$ cat src/rtl/axi4lite_slave_regs.sv
// -----------------------------------------------------------------------------
// axi4lite_slave_regs
//   AXI4-Lite responder backed by a small bank of read/write registers.
//   Single-beat transfers only; at most one outstanding transaction on the
//   write channel and one on the read channel. The two channels run
//   independently of each other.
//
//   Optional build macro: AXIL_SLVERR_EN
//     defined     -> accesses to unmapped indices answer SLVERR (2'b10)
//     not defined -> unmapped accesses answer OKAY (2'b00)
//   In both builds unmapped writes are dropped and unmapped reads return 0.
//
// Ports
//   clk, rst_n                 clock (rising edge), async active-low reset
//   s_aw*                      write address channel (addr, valid, ready)
//   s_w*                       write data channel    (data, valid, ready)
//   s_b*                       write response channel (resp, valid, ready)
//   s_ar*                      read address channel  (addr, valid, ready)
//   s_r*                       read data channel     (data, resp, valid, ready)
//   regs_out                   flat register contents, reg i at [i*DATA_W +: DATA_W]
// -----------------------------------------------------------------------------
module axi4lite_slave_regs #(
    parameter int                ADDR_W    = 2,
    parameter int                DATA_W    = 8,
    parameter int                NUM_REGS  = 4,
    parameter logic [DATA_W-1:0] RESET_VAL = {DATA_W{1'b0}}
) (
    input  logic                       clk,
    input  logic                       rst_n,
    input  logic [ADDR_W-1:0]          s_awaddr,
    input  logic                       s_awvalid,
    output logic                       s_awready,
    input  logic [DATA_W-1:0]          s_wdata,
    input  logic                       s_wvalid,
    output logic                       s_wready,
    output logic [1:0]                 s_bresp,
    output logic                       s_bvalid,
    input  logic                       s_bready,
    input  logic [ADDR_W-1:0]          s_araddr,
    input  logic                       s_arvalid,
    output logic                       s_arready,
    output logic [DATA_W-1:0]          s_rdata,
    output logic [1:0]                 s_rresp,
    output logic                       s_rvalid,
    input  logic                       s_rready,
    output logic [NUM_REGS*DATA_W-1:0] regs_out
);

    localparam logic [1:0] RESP_OKAY   = 2'b00;
    localparam logic [1:0] RESP_SLVERR = 2'b10;

    typedef enum logic [1:0] {
        W_IDLE   = 2'd0,
        W_GOT_AW = 2'd1,
        W_GOT_W  = 2'd2,
        W_RESP   = 2'd3
    } wstate_e;

    typedef enum logic {
        R_IDLE = 1'b0,
        R_RESP = 1'b1
    } rstate_e;

    // True when the index addresses an implemented register.
    function automatic logic is_mapped(input logic [ADDR_W-1:0] idx);
        return (32'(idx) < 32'(NUM_REGS));
    endfunction

    // Response code for an access to the given index.
    function automatic logic [1:0] resp_for(input logic [ADDR_W-1:0] idx);
`ifdef AXIL_SLVERR_EN
        return is_mapped(idx) ? RESP_OKAY : RESP_SLVERR;
`else
        return RESP_OKAY;
`endif
    endfunction

    wstate_e             wstate_q;
    rstate_e             rstate_q;
    logic [ADDR_W-1:0]   awaddr_q;
    logic [DATA_W-1:0]   wdata_q;
    logic                awready_q;
    logic                wready_q;
    logic                bvalid_q;
    logic [1:0]          bresp_q;
    logic                arready_q;
    logic                rvalid_q;
    logic [DATA_W-1:0]   rdata_q;
    logic [1:0]          rresp_q;
    logic [DATA_W-1:0]   regs_q [NUM_REGS];

    logic                aw_hs_s;
    logic                w_hs_s;
    logic                ar_hs_s;
    logic                wr_en_s;
    logic [ADDR_W-1:0]   wr_idx_s;
    logic [DATA_W-1:0]   wr_data_s;
    logic [DATA_W-1:0]   rd_data_s;

    assign aw_hs_s = s_awvalid & awready_q;
    assign w_hs_s  = s_wvalid  & wready_q;
    assign ar_hs_s = s_arvalid & arready_q;

    // Commit strobe: fires on the edge that completes the AW/W pair, taking
    // whichever half was captured earlier from its holding register.
    always_comb begin
        wr_en_s   = 1'b0;
        wr_idx_s  = s_awaddr;
        wr_data_s = s_wdata;
        case (wstate_q)
            W_IDLE:   wr_en_s = aw_hs_s & w_hs_s;
            W_GOT_AW: begin
                wr_idx_s = awaddr_q;
                wr_en_s  = w_hs_s;
            end
            W_GOT_W:  begin
                wr_data_s = wdata_q;
                wr_en_s   = aw_hs_s;
            end
            default:  wr_en_s = 1'b0;
        endcase
    end

    // Read mux; unmapped indices read as zero.
    always_comb begin
        rd_data_s = {DATA_W{1'b0}};
        for (int i = 0; i < NUM_REGS; i++) begin
            if (s_araddr == ADDR_W'(i)) begin
                rd_data_s = regs_q[i];
            end else begin
                rd_data_s = rd_data_s;
            end
        end
    end

    // Register bank; unmapped writes match no entry and are dropped.
    always_ff @(posedge clk or negedge rst_n) begin
        if (!rst_n) begin
            for (int i = 0; i < NUM_REGS; i++) begin
                regs_q[i] <= RESET_VAL;
            end
        end else begin
            for (int i = 0; i < NUM_REGS; i++) begin
                if (wr_en_s && (wr_idx_s == ADDR_W'(i))) begin
                    regs_q[i] <= wr_data_s;
                end
            end
        end
    end

    // Write channel FSM: captures AW and W independently, then holds B.
    always_ff @(posedge clk or negedge rst_n) begin
        if (!rst_n) begin
            wstate_q  <= W_IDLE;
            awaddr_q  <= {ADDR_W{1'b0}};
            wdata_q   <= {DATA_W{1'b0}};
            awready_q <= 1'b0;
            wready_q  <= 1'b0;
            bvalid_q  <= 1'b0;
            bresp_q   <= RESP_OKAY;
        end else begin
            case (wstate_q)
                W_IDLE: begin
                    if (aw_hs_s && w_hs_s) begin
                        awready_q <= 1'b0;
                        wready_q  <= 1'b0;
                        bvalid_q  <= 1'b1;
                        bresp_q   <= resp_for(s_awaddr);
                        wstate_q  <= W_RESP;
                    end else if (aw_hs_s) begin
                        awaddr_q  <= s_awaddr;
                        awready_q <= 1'b0;
                        wready_q  <= 1'b1;
                        wstate_q  <= W_GOT_AW;
                    end else if (w_hs_s) begin
                        wdata_q   <= s_wdata;
                        awready_q <= 1'b1;
                        wready_q  <= 1'b0;
                        wstate_q  <= W_GOT_W;
                    end else begin
                        // Also raises the readies on the first edge after reset.
                        awready_q <= 1'b1;
                        wready_q  <= 1'b1;
                    end
                end
                W_GOT_AW: begin
                    if (w_hs_s) begin
                        wready_q <= 1'b0;
                        bvalid_q <= 1'b1;
                        bresp_q  <= resp_for(awaddr_q);
                        wstate_q <= W_RESP;
                    end
                end
                W_GOT_W: begin
                    if (aw_hs_s) begin
                        awready_q <= 1'b0;
                        bvalid_q  <= 1'b1;
                        bresp_q   <= resp_for(s_awaddr);
                        wstate_q  <= W_RESP;
                    end
                end
                W_RESP: begin
                    if (s_bready) begin
                        bvalid_q  <= 1'b0;
                        awready_q <= 1'b1;
                        wready_q  <= 1'b1;
                        wstate_q  <= W_IDLE;
                    end
                end
                default: begin
                    awready_q <= 1'b0;
                    wready_q  <= 1'b0;
                    bvalid_q  <= 1'b0;
                    wstate_q  <= W_IDLE;
                end
            endcase
        end
    end

    // Read channel FSM: samples the bank on the AR handshake edge, so a write
    // committing on that same edge is not yet visible to this read.
    always_ff @(posedge clk or negedge rst_n) begin
        if (!rst_n) begin
            rstate_q  <= R_IDLE;
            arready_q <= 1'b0;
            rvalid_q  <= 1'b0;
            rdata_q   <= {DATA_W{1'b0}};
            rresp_q   <= RESP_OKAY;
        end else begin
            case (rstate_q)
                R_IDLE: begin
                    if (ar_hs_s) begin
                        rdata_q   <= rd_data_s;
                        rresp_q   <= resp_for(s_araddr);
                        rvalid_q  <= 1'b1;
                        arready_q <= 1'b0;
                        rstate_q  <= R_RESP;
                    end else begin
                        arready_q <= 1'b1;
                    end
                end
                R_RESP: begin
                    if (s_rready) begin
                        rvalid_q  <= 1'b0;
                        arready_q <= 1'b1;
                        rstate_q  <= R_IDLE;
                    end
                end
                default: begin
                    rvalid_q  <= 1'b0;
                    arready_q <= 1'b0;
                    rstate_q  <= R_IDLE;
                end
            endcase
        end
    end

    assign s_awready = awready_q;
    assign s_wready  = wready_q;
    assign s_bvalid  = bvalid_q;
    assign s_bresp   = bresp_q;
    assign s_arready = arready_q;
    assign s_rvalid  = rvalid_q;
    assign s_rdata   = rdata_q;
    assign s_rresp   = rresp_q;

    for (genvar g = 0; g < NUM_REGS; g++) begin : g_regs_out
        assign regs_out[g*DATA_W +: DATA_W] = regs_q[g];
    end

endmodule

$ cat config.mk
export PLATFORM = sky130hd
export DESIGN_NAME = axi4lite_slave_regs
export DESIGN_NICKNAME = d
export VERILOG_FILES = /design/src/rtl/axi4lite_slave_regs.sv
export SDC_FILE = /design/constraint.sdc
export NUM_CORES = 1
export LEC_CHECK = 0
export CELL_PAD_IN_SITES_DETAIL_PLACEMENT = 0
export CELL_PAD_IN_SITES_GLOBAL_PLACEMENT = 2
export CORE_MARGIN = 1.5
export CORE_UTILIZATION = 33
export CTS_CLUSTER_DIAMETER = 80
export CTS_CLUSTER_SIZE = 14
export DETAILED_ROUTE_END_ITERATION = 10
export PLACE_DENSITY_LB_ADDON = 0.15
export SKIP_LAST_GASP = 1
export SYNTH_ARGS = -nofsm -noshare
export SYNTH_HDL_FRONTEND = slang
export SYNTH_SLANG_ARGS = --single-unit
$ cat constraint.sdc
create_clock -name clk -period 2.2 [get_ports clk]
set_clock_uncertainty 0.05 [all_clocks]
set_input_delay 0.44 -clock clk [delete_from_list [all_inputs] [get_ports clk]]
set_output_delay 0.44 -clock clk [all_outputs]
set_load 0.05 [all_outputs]
==> impl_metrics.toml, run 1 <==
[status]
outcome = "completed"

[pwr]
power_frac_seq_pct = 27.9
power_density_nw_per_um2 = 1800
leakage_nw = 1.68
switching_power_w = 0.00314
swShare_pct = 44.4
clkPwrFrac_pct = 15.7
finalPower_w = 0.00707
irDropWorstVdd_mv = 0.910
pwr-share-comb_pct = 56.3
internal-power_w = 0.00393

[final_layout]
fillers = 762
final_nets = 304
area_growth_pct = 41.4
fin_cells = 389
diodes = 0
drive_gt1_share_pct = 40.1

[sta]
rsz0062_at_grt = "yes"
finalCriticalPeriod_ns = 2.06
hold_viol_final = 0
fmax_ghz = 0.485
tightest_slew_ns = 0.540
slew_headroom_pct = 63.9
setup_viol = 0
period_share_pct = 93.7
whs_ns = 0.0293
drv_slew = 0

[die]
die_y_um = 94.7
pin_count = 68
fp.dieW_um = 94.7
design.core.area_um2 = 8180
die_area_um2 = 8970
num_rows = 33
start_util_pct = 33.9

[synth]
synth_compound_area_share_pct = 4.87
synth_top_family_by_area = "multiplexers"
syn_area_um2 = 2780
synth_cells = 190
synthMuxAreaShare_pct = 32.0
yosysWarnings = 0
ys_seq_elements = 58
synth_xor_area_share_pct = 0
synthDistinctLibCells = 37
avgSynthCellArea_um2 = 14.6
synth-seq-area-share_pct = 52.3
synth-adder-area-share_pct = 2.71
synthSimpleGateAreaFrac_pct = 5.77

[worst_setup_path]
crit_fanout = 6
r2r_start = "wstate_q[0]$_DFFE_PN0P_"
start_kind = "register"
crit_path_cell_trace = "ha_1 -> mux2i_1 -> nand3_2 -> buf_4 -> mux2_2"
end_kind = "register"
ff2ff_path_depth = 5
rrSetupSlack_ns = 0.14
crit_type = "reg -> reg"
critical_path.endpoint = "regs_out[5]$_DFFE_PN0P_"
cp.required_ns = 2.36
worst_r2r_endpoint = "regs_out[5]$_DFFE_PN0P_"
cp_slowest_cell = "dfrtp_1"
crit_start = "wstate_q[0]$_DFFE_PN0P_"
slowest_delay_ns = 0.47
crit_arrival_ns = 2.23

[detailed_routing]
wirelength_um = 6740
drc = 0
drt_pre_antenna_iters = 4
drt_iter0_drc = 39
postRouteAntennaNets = 0
vias = 1895
via_per_inst = 4.87
wl_per_cell_um = 17.3

[clock_network]
clockRootBuffer = "clkbuf_8"
postCtsSetupBuffers = 0
tritoncts = "done"
cts_sinks = 58
ctsHtreeMaxLevel = 3
holdBufCountCts = 0
cts_buffers = 9
cts.clk_slew.worst_paths_ns = 0.07
clock_path_buffers = 2
clk_latency_ns = 0.33

[global_route]
grt_use_met2_pct = 23.3
grt_max_degree = 25
grt-ovfl-total = 0
grt.busiest_layer = "met1"
grt_use_met1_pct = 23.9
grt_util_all_layers_pct = 16.5
antenna_found_initial = 0
grt_pass1_vias = 1949
use_met3_pct = 4.03
grt_pass1_wl_um = 10700

[placement]
place_congestion = 0.785
port-buffer-count = 63
dp_hpwl_um = 4780
dp.cells = 373

[worst_hold_path]
hold_class = "in -> async"

[run]
drv_cap = 0
-- registers in the layout (all words and copies together) (netlist names) --
register,cells
awaddr_q,2
wdata_q,8
s_awready,1
s_rdata,8
s_arready,1
wstate_q,2
s_rvalid,1
rstate_q,1
s_wready,1
regs_out,32
s_bvalid,1
-- worst min path at each step --
stage                               to  slack, ns  cells past startpoint
6_report         s_arready$_DFFE_PN0P_       0.03                      1
5_1_grt             rstate_q$_DFF_PN0_       0.05                      1
4_1_cts             rstate_q$_DFF_PN0_       0.03                      1
3_5_place_dp      s_wready$_DFFE_PN0P_       0.40                      1
3_3_place_gp      s_wready$_DFFE_PN0P_       0.40                      1
2_1_floorplan  awaddr_q[0]$_DFFE_PN0P_       0.09                      0
-- area by class of cell --
type | instances | area, um^2 | share of cell area, %
inverters | 3 | 11.3 | 0.287
clock inverters | 6 | 90.1 | 2.30
multi-input cells | 123 | 1280 | 32.6
repair buffers | 84 | 823 | 21.0
clock buffers | 10 | 138 | 3.51
well taps | 105 | 131 | 3.35
flip-flops and latches | 58 | 1450 | 37.0
-- synthesized netlist by cell type --
library cell | n | share of area [%]
mux2i_1 | 2 | 0.72
buf_2 | 2 | 0.36
mux4_2 | 8 | 6.5
nand2_1 | 7 | 0.95
nand4_1 | 1 | 0.23
a21oi_2 | 1 | 0.32
o211ai_4 | 1 | 0.77
or3_1 | 1 | 0.23
buf_1 | 1 | 0.14
conb_1 | 1 | 0.14
o21ai_0 | 3 | 0.54
a21boi_0 | 1 | 0.27
dfrtp_1 | 58 | 52
nand3_2 | 4 | 1.4
nand4b_1 | 2 | 0.63
o31a_1 | 1 | 0.32
inv_1 | 3 | 0.41
nor2b_1 | 1 | 0.23
nor2_1 | 2 | 0.27
nor4b_1 | 1 | 0.32
clkbuf_1 | 2 | 0.27
mux2_2 | 59 | 24
or2_1 | 1 | 0.23
nand3_1 | 2 | 0.36
o221ai_1 | 1 | 0.32
o21a_1 | 1 | 0.27
nand3b_1 | 1 | 0.27
nor3_1 | 1 | 0.18
mux2_1 | 2 | 0.81
buf_4 | 4 | 1.1
and2_1 | 1 | 0.23
a21oi_1 | 1 | 0.18
ha_1 | 6 | 2.7
a221o_2 | 2 | 0.81
o31ai_1 | 3 | 0.81
nand2_2 | 1 | 0.23
a21o_1 | 1 | 0.27
-- routing by layer --
metal,up-vias,part of all wire [%]
met5,-,0
met1,950,51
met4,0,1.2
li1,880,-
met2,59,43
met3,6,5.3
-- power groups by stage --
stage	Clock [W]	Combinational (W)	Sequential [W]
3_3_place_gp	0	0.00399	0.00198
6_report	0.00111	0.00398	0.00198
3_5_place_dp	0	0.00400	0.00199
5_1_grt	0.00120	0.00421	0.00206
2_1_floorplan	0	0.00130	0.00328
4_1_cts	0.00114	0.00401	0.00198
-- repair_timing --
item,in CTS,in global routing
setup endpoints to repair,0,3
endpoints found under the hold margin,0,0
resized for setup,0,2
-- placed cells by master, fill, tap and decap left out, types with 2 or more instances in the layout --
cell | Yosys | final
inv_1 | 3 | 3
nand2_1 | 7 | 7
conb_1 | 1 | 4
nand4b_1 | 2 | 2
mux2i_1 | 2 | 2
dfrtp_1 | 58 | 58
a221o_2 | 2 | 2
clkbuf_8 | 0 | 10
mux2_1 | 2 | 2
nand3_1 | 2 | 2
buf_12 | 0 | 3
nand3_2 | 4 | 3
clkdlybuf4s50_1 | 0 | 61
mux2_2 | 59 | 59
buf_4 | 4 | 18
o21ai_0 | 3 | 3
mux4_2 | 8 | 8
nor2_1 | 2 | 2
clkinv_4 | 0 | 2
o31ai_1 | 3 | 3
bufinv_16 | 0 | 2
ha_1 | 6 | 6
-- critical path, delay by kind of cell, from the launching register on --
kind / cells / cell delay, ns
mux: 2 / 0.69
simple gates: 1 / 0.15
buf+inv: 1 / 0.19
flops: 1 / 0.47
fa+ha+maj: 1 / 0.39
-- stage by stage --
| stage | TNS [ns] | setup WS [ns] | util (%) | cell area, um^2 |
|---|---|---|---|---|
| after global placement | -0.132 | -0.0435 | 45.1 | 3690 |
| after global routing | -0.00790 | -0.00790 | 48.0 | 3930 |
| final | 0 | 0.139 | 48.0 | 3930 |
| after CTS | 0 | 0.00135 | 47.9 | 3920 |
| after detailed placement | -0.489 | -0.0890 | 45.1 | 3690 |
| after floorplan | 0 | 0.259 | - | 2790 |
-- logic make-up after synthesis --
logic type	count (synthesis)
other	1
buffers and inverters	12
AND/OR/NAND/NOR	26
AO/OA/AOI/OAI	16
adder cells (fa/ha/maj)	6
flip-flops	58
multiplexers	71
No activity file was read; power rests on OpenSTA's default activity.
==> run 2, diff against run 1 <==
--- a/config.mk
+++ b/config.mk
@@ -17,3 +17,4 @@
 export SYNTH_ARGS = -nofsm -noshare
 export SYNTH_HDL_FRONTEND = slang
 export SYNTH_SLANG_ARGS = --single-unit
+export TNS_END_PERCENT = 5
==> impl_metrics.toml, run 2 (synthesized netlist as in run 1, its figures left out) <==
[global_route]
grt_pass1_vias = 1949
grt_max_degree = 25
grt-ovfl-total = 0
grt_pass1_wl_um = 10700
antenna_found_initial = 0
grt_util_all_layers_pct = 16.5

[placement]
place_congestion = 0.785
dp_hpwl_um = 4780
dp.cells = 373
port-buffer-count = 63

[final_layout]
fin_cells = 389
diodes = 0
layout_commonest_cell = "clkdlybuf4s50_1"
largest_register_ffs = 32
area_growth_pct = 41.2
drive_gt1_share_pct = 40.1
final_cell_mix = "61 x clkdlybuf4s50_1, 59 x mux2_2, 58 x dfrtp_1"
final_nets = 304

[clock_network]
clk_latency_ns = 0.33
postCtsSetupBuffers = 0
cts_sinks = 58
clock_path_buffers = 2
tritoncts = "done"
cts_buffers = 9
clockRootBuffer = "clkbuf_8"
cts.clk_slew.worst_paths_ns = 0.07
ctsHtreeMaxLevel = 3

[worst_setup_path]
cp.required_ns = 2.36
crit_arrival_ns = 2.28
end_kind = "register"
crit_type = "reg -> reg"
cp_slowest_cell = "dfrtp_1"
start_kind = "register"
crit_fanout = 8
crit_path_cell_trace = "ha_1 -> mux2i_1 -> nand3_2 -> mux2_1"
slowest_delay_ns = 0.47

[pwr]
irDropWorstVdd_mv = 0.910
power_density_nw_per_um2 = 1800
leakage_nw = 1.68

[detailed_routing]
drt_pre_antenna_iters = 4
drt_iter0_drc = 37
wirelength_um = 6740
vias = 1895
drc = 0
postRouteAntennaNets = 0
via_per_inst = 4.87
wl_per_cell_um = 17.3

[worst_hold_path]
hold_class = "in -> async"

[sta]
rsz0062_at_grt = "yes"
tns_ns = 0
period_share_pct = 96.3
setup_viol = 0
slew_headroom_pct = 63.9
whs_ns = 0.0292
tightest_slew_ns = 0.540
fmax_ghz = 0.472
hold_viol_final = 0
drv_slew = 0
finalCriticalPeriod_ns = 2.12

[status]
outcome = "completed"

[die]
start_util_pct = 33.9
die_area_um2 = 8970
fp.dieW_um = 94.7
num_rows = 33
pin_count = 68
design.core.area_um2 = 8180
die_y_um = 94.7

[run]
drv_cap = 0
## run 2: cell counts in the layout (fill, tap and decap cells not counted)
Identical to the previous run, type by type.
## run 2: repair_timing
item                                    4_1_cts  5_1_grt
gates resized for setup                       0        1
hold buffers                                  0        0
endpoints found under the setup margin        0        3
## run 2: layout make-up
cell class	count	area, um^2
fillers	763	4260
flip-flops and latches	58	1450
multi-input cells	123	1270
repair buffers	84	823
clock buffers	10	138
well taps	105	131
clock inverters	6	90.1
inverters	3	11.3
## run 2: final timing paths
path,from,to,slack [ns],cells past startpoint
setup / recovery,wstate_q[0]$_DFFE_PN0P_,regs_out[22]$_DFFE_PN0P_,0.08,4
hold / removal,rst_n,s_arready$_DFFE_PN0P_,0.03,1
setup reg to reg,wstate_q[0]$_DFFE_PN0P_,regs_out[22]$_DFFE_PN0P_,0.08,4
hold reg to reg,s_rvalid$_DFFE_PN0P_,s_rvalid$_DFFE_PN0P_,0.42,2
max in group asynchronous,rst_n,s_rdata[4]$_DFFE_PN0P_,1.44,2
min in group clk,s_rvalid$_DFFE_PN0P_,s_rvalid$_DFFE_PN0P_,0.42,2
## run 2: per-stage QoR
stage	area, um^2	setup slack (ns)	total power (W)	utilization [%]
after floorplan	2790	0.259	0.00458	-
after global placement	3690	-0.0435	0.00597	45.1
after detailed placement	3690	-0.0890	0.00599	45.1
after CTS	3920	0.00135	0.00713	47.9
after global routing	3920	-0.0336	0.00746	47.9
final	3920	0.0803	0.00706	47.9
## run 2: where the power goes
| group | leakage, nW | total [W] | internal, W | switching [W] |
|---|---|---|---|---|
| Clock | 0.112 | 0.00111 | 0.000670 | 0.000443 |
| Combinational | 0.861 | 0.00397 | 0.00167 | 0.00230 |
| Sequential | 0.707 | 0.00198 | 0.00159 | 0.000387 |
## run 2: layer usage
metal,share of wire (%),track usage (%),vias to the layer above
met4,1.2,6.72,0
met2,43,23.3,59
li1,-,-,880
met3,5.3,4.03,6
met5,0,0,-
met1,51,23.9,950
## run 2: worst max-delay path: cells and delay by family (launching register included)
kind                     cells  cell delay, ns
multiplexers                 2            0.76
flip-flops                   1            0.47
adder cells (fa/ha/maj)      1            0.39
AND/OR/NAND/NOR              1            0.33
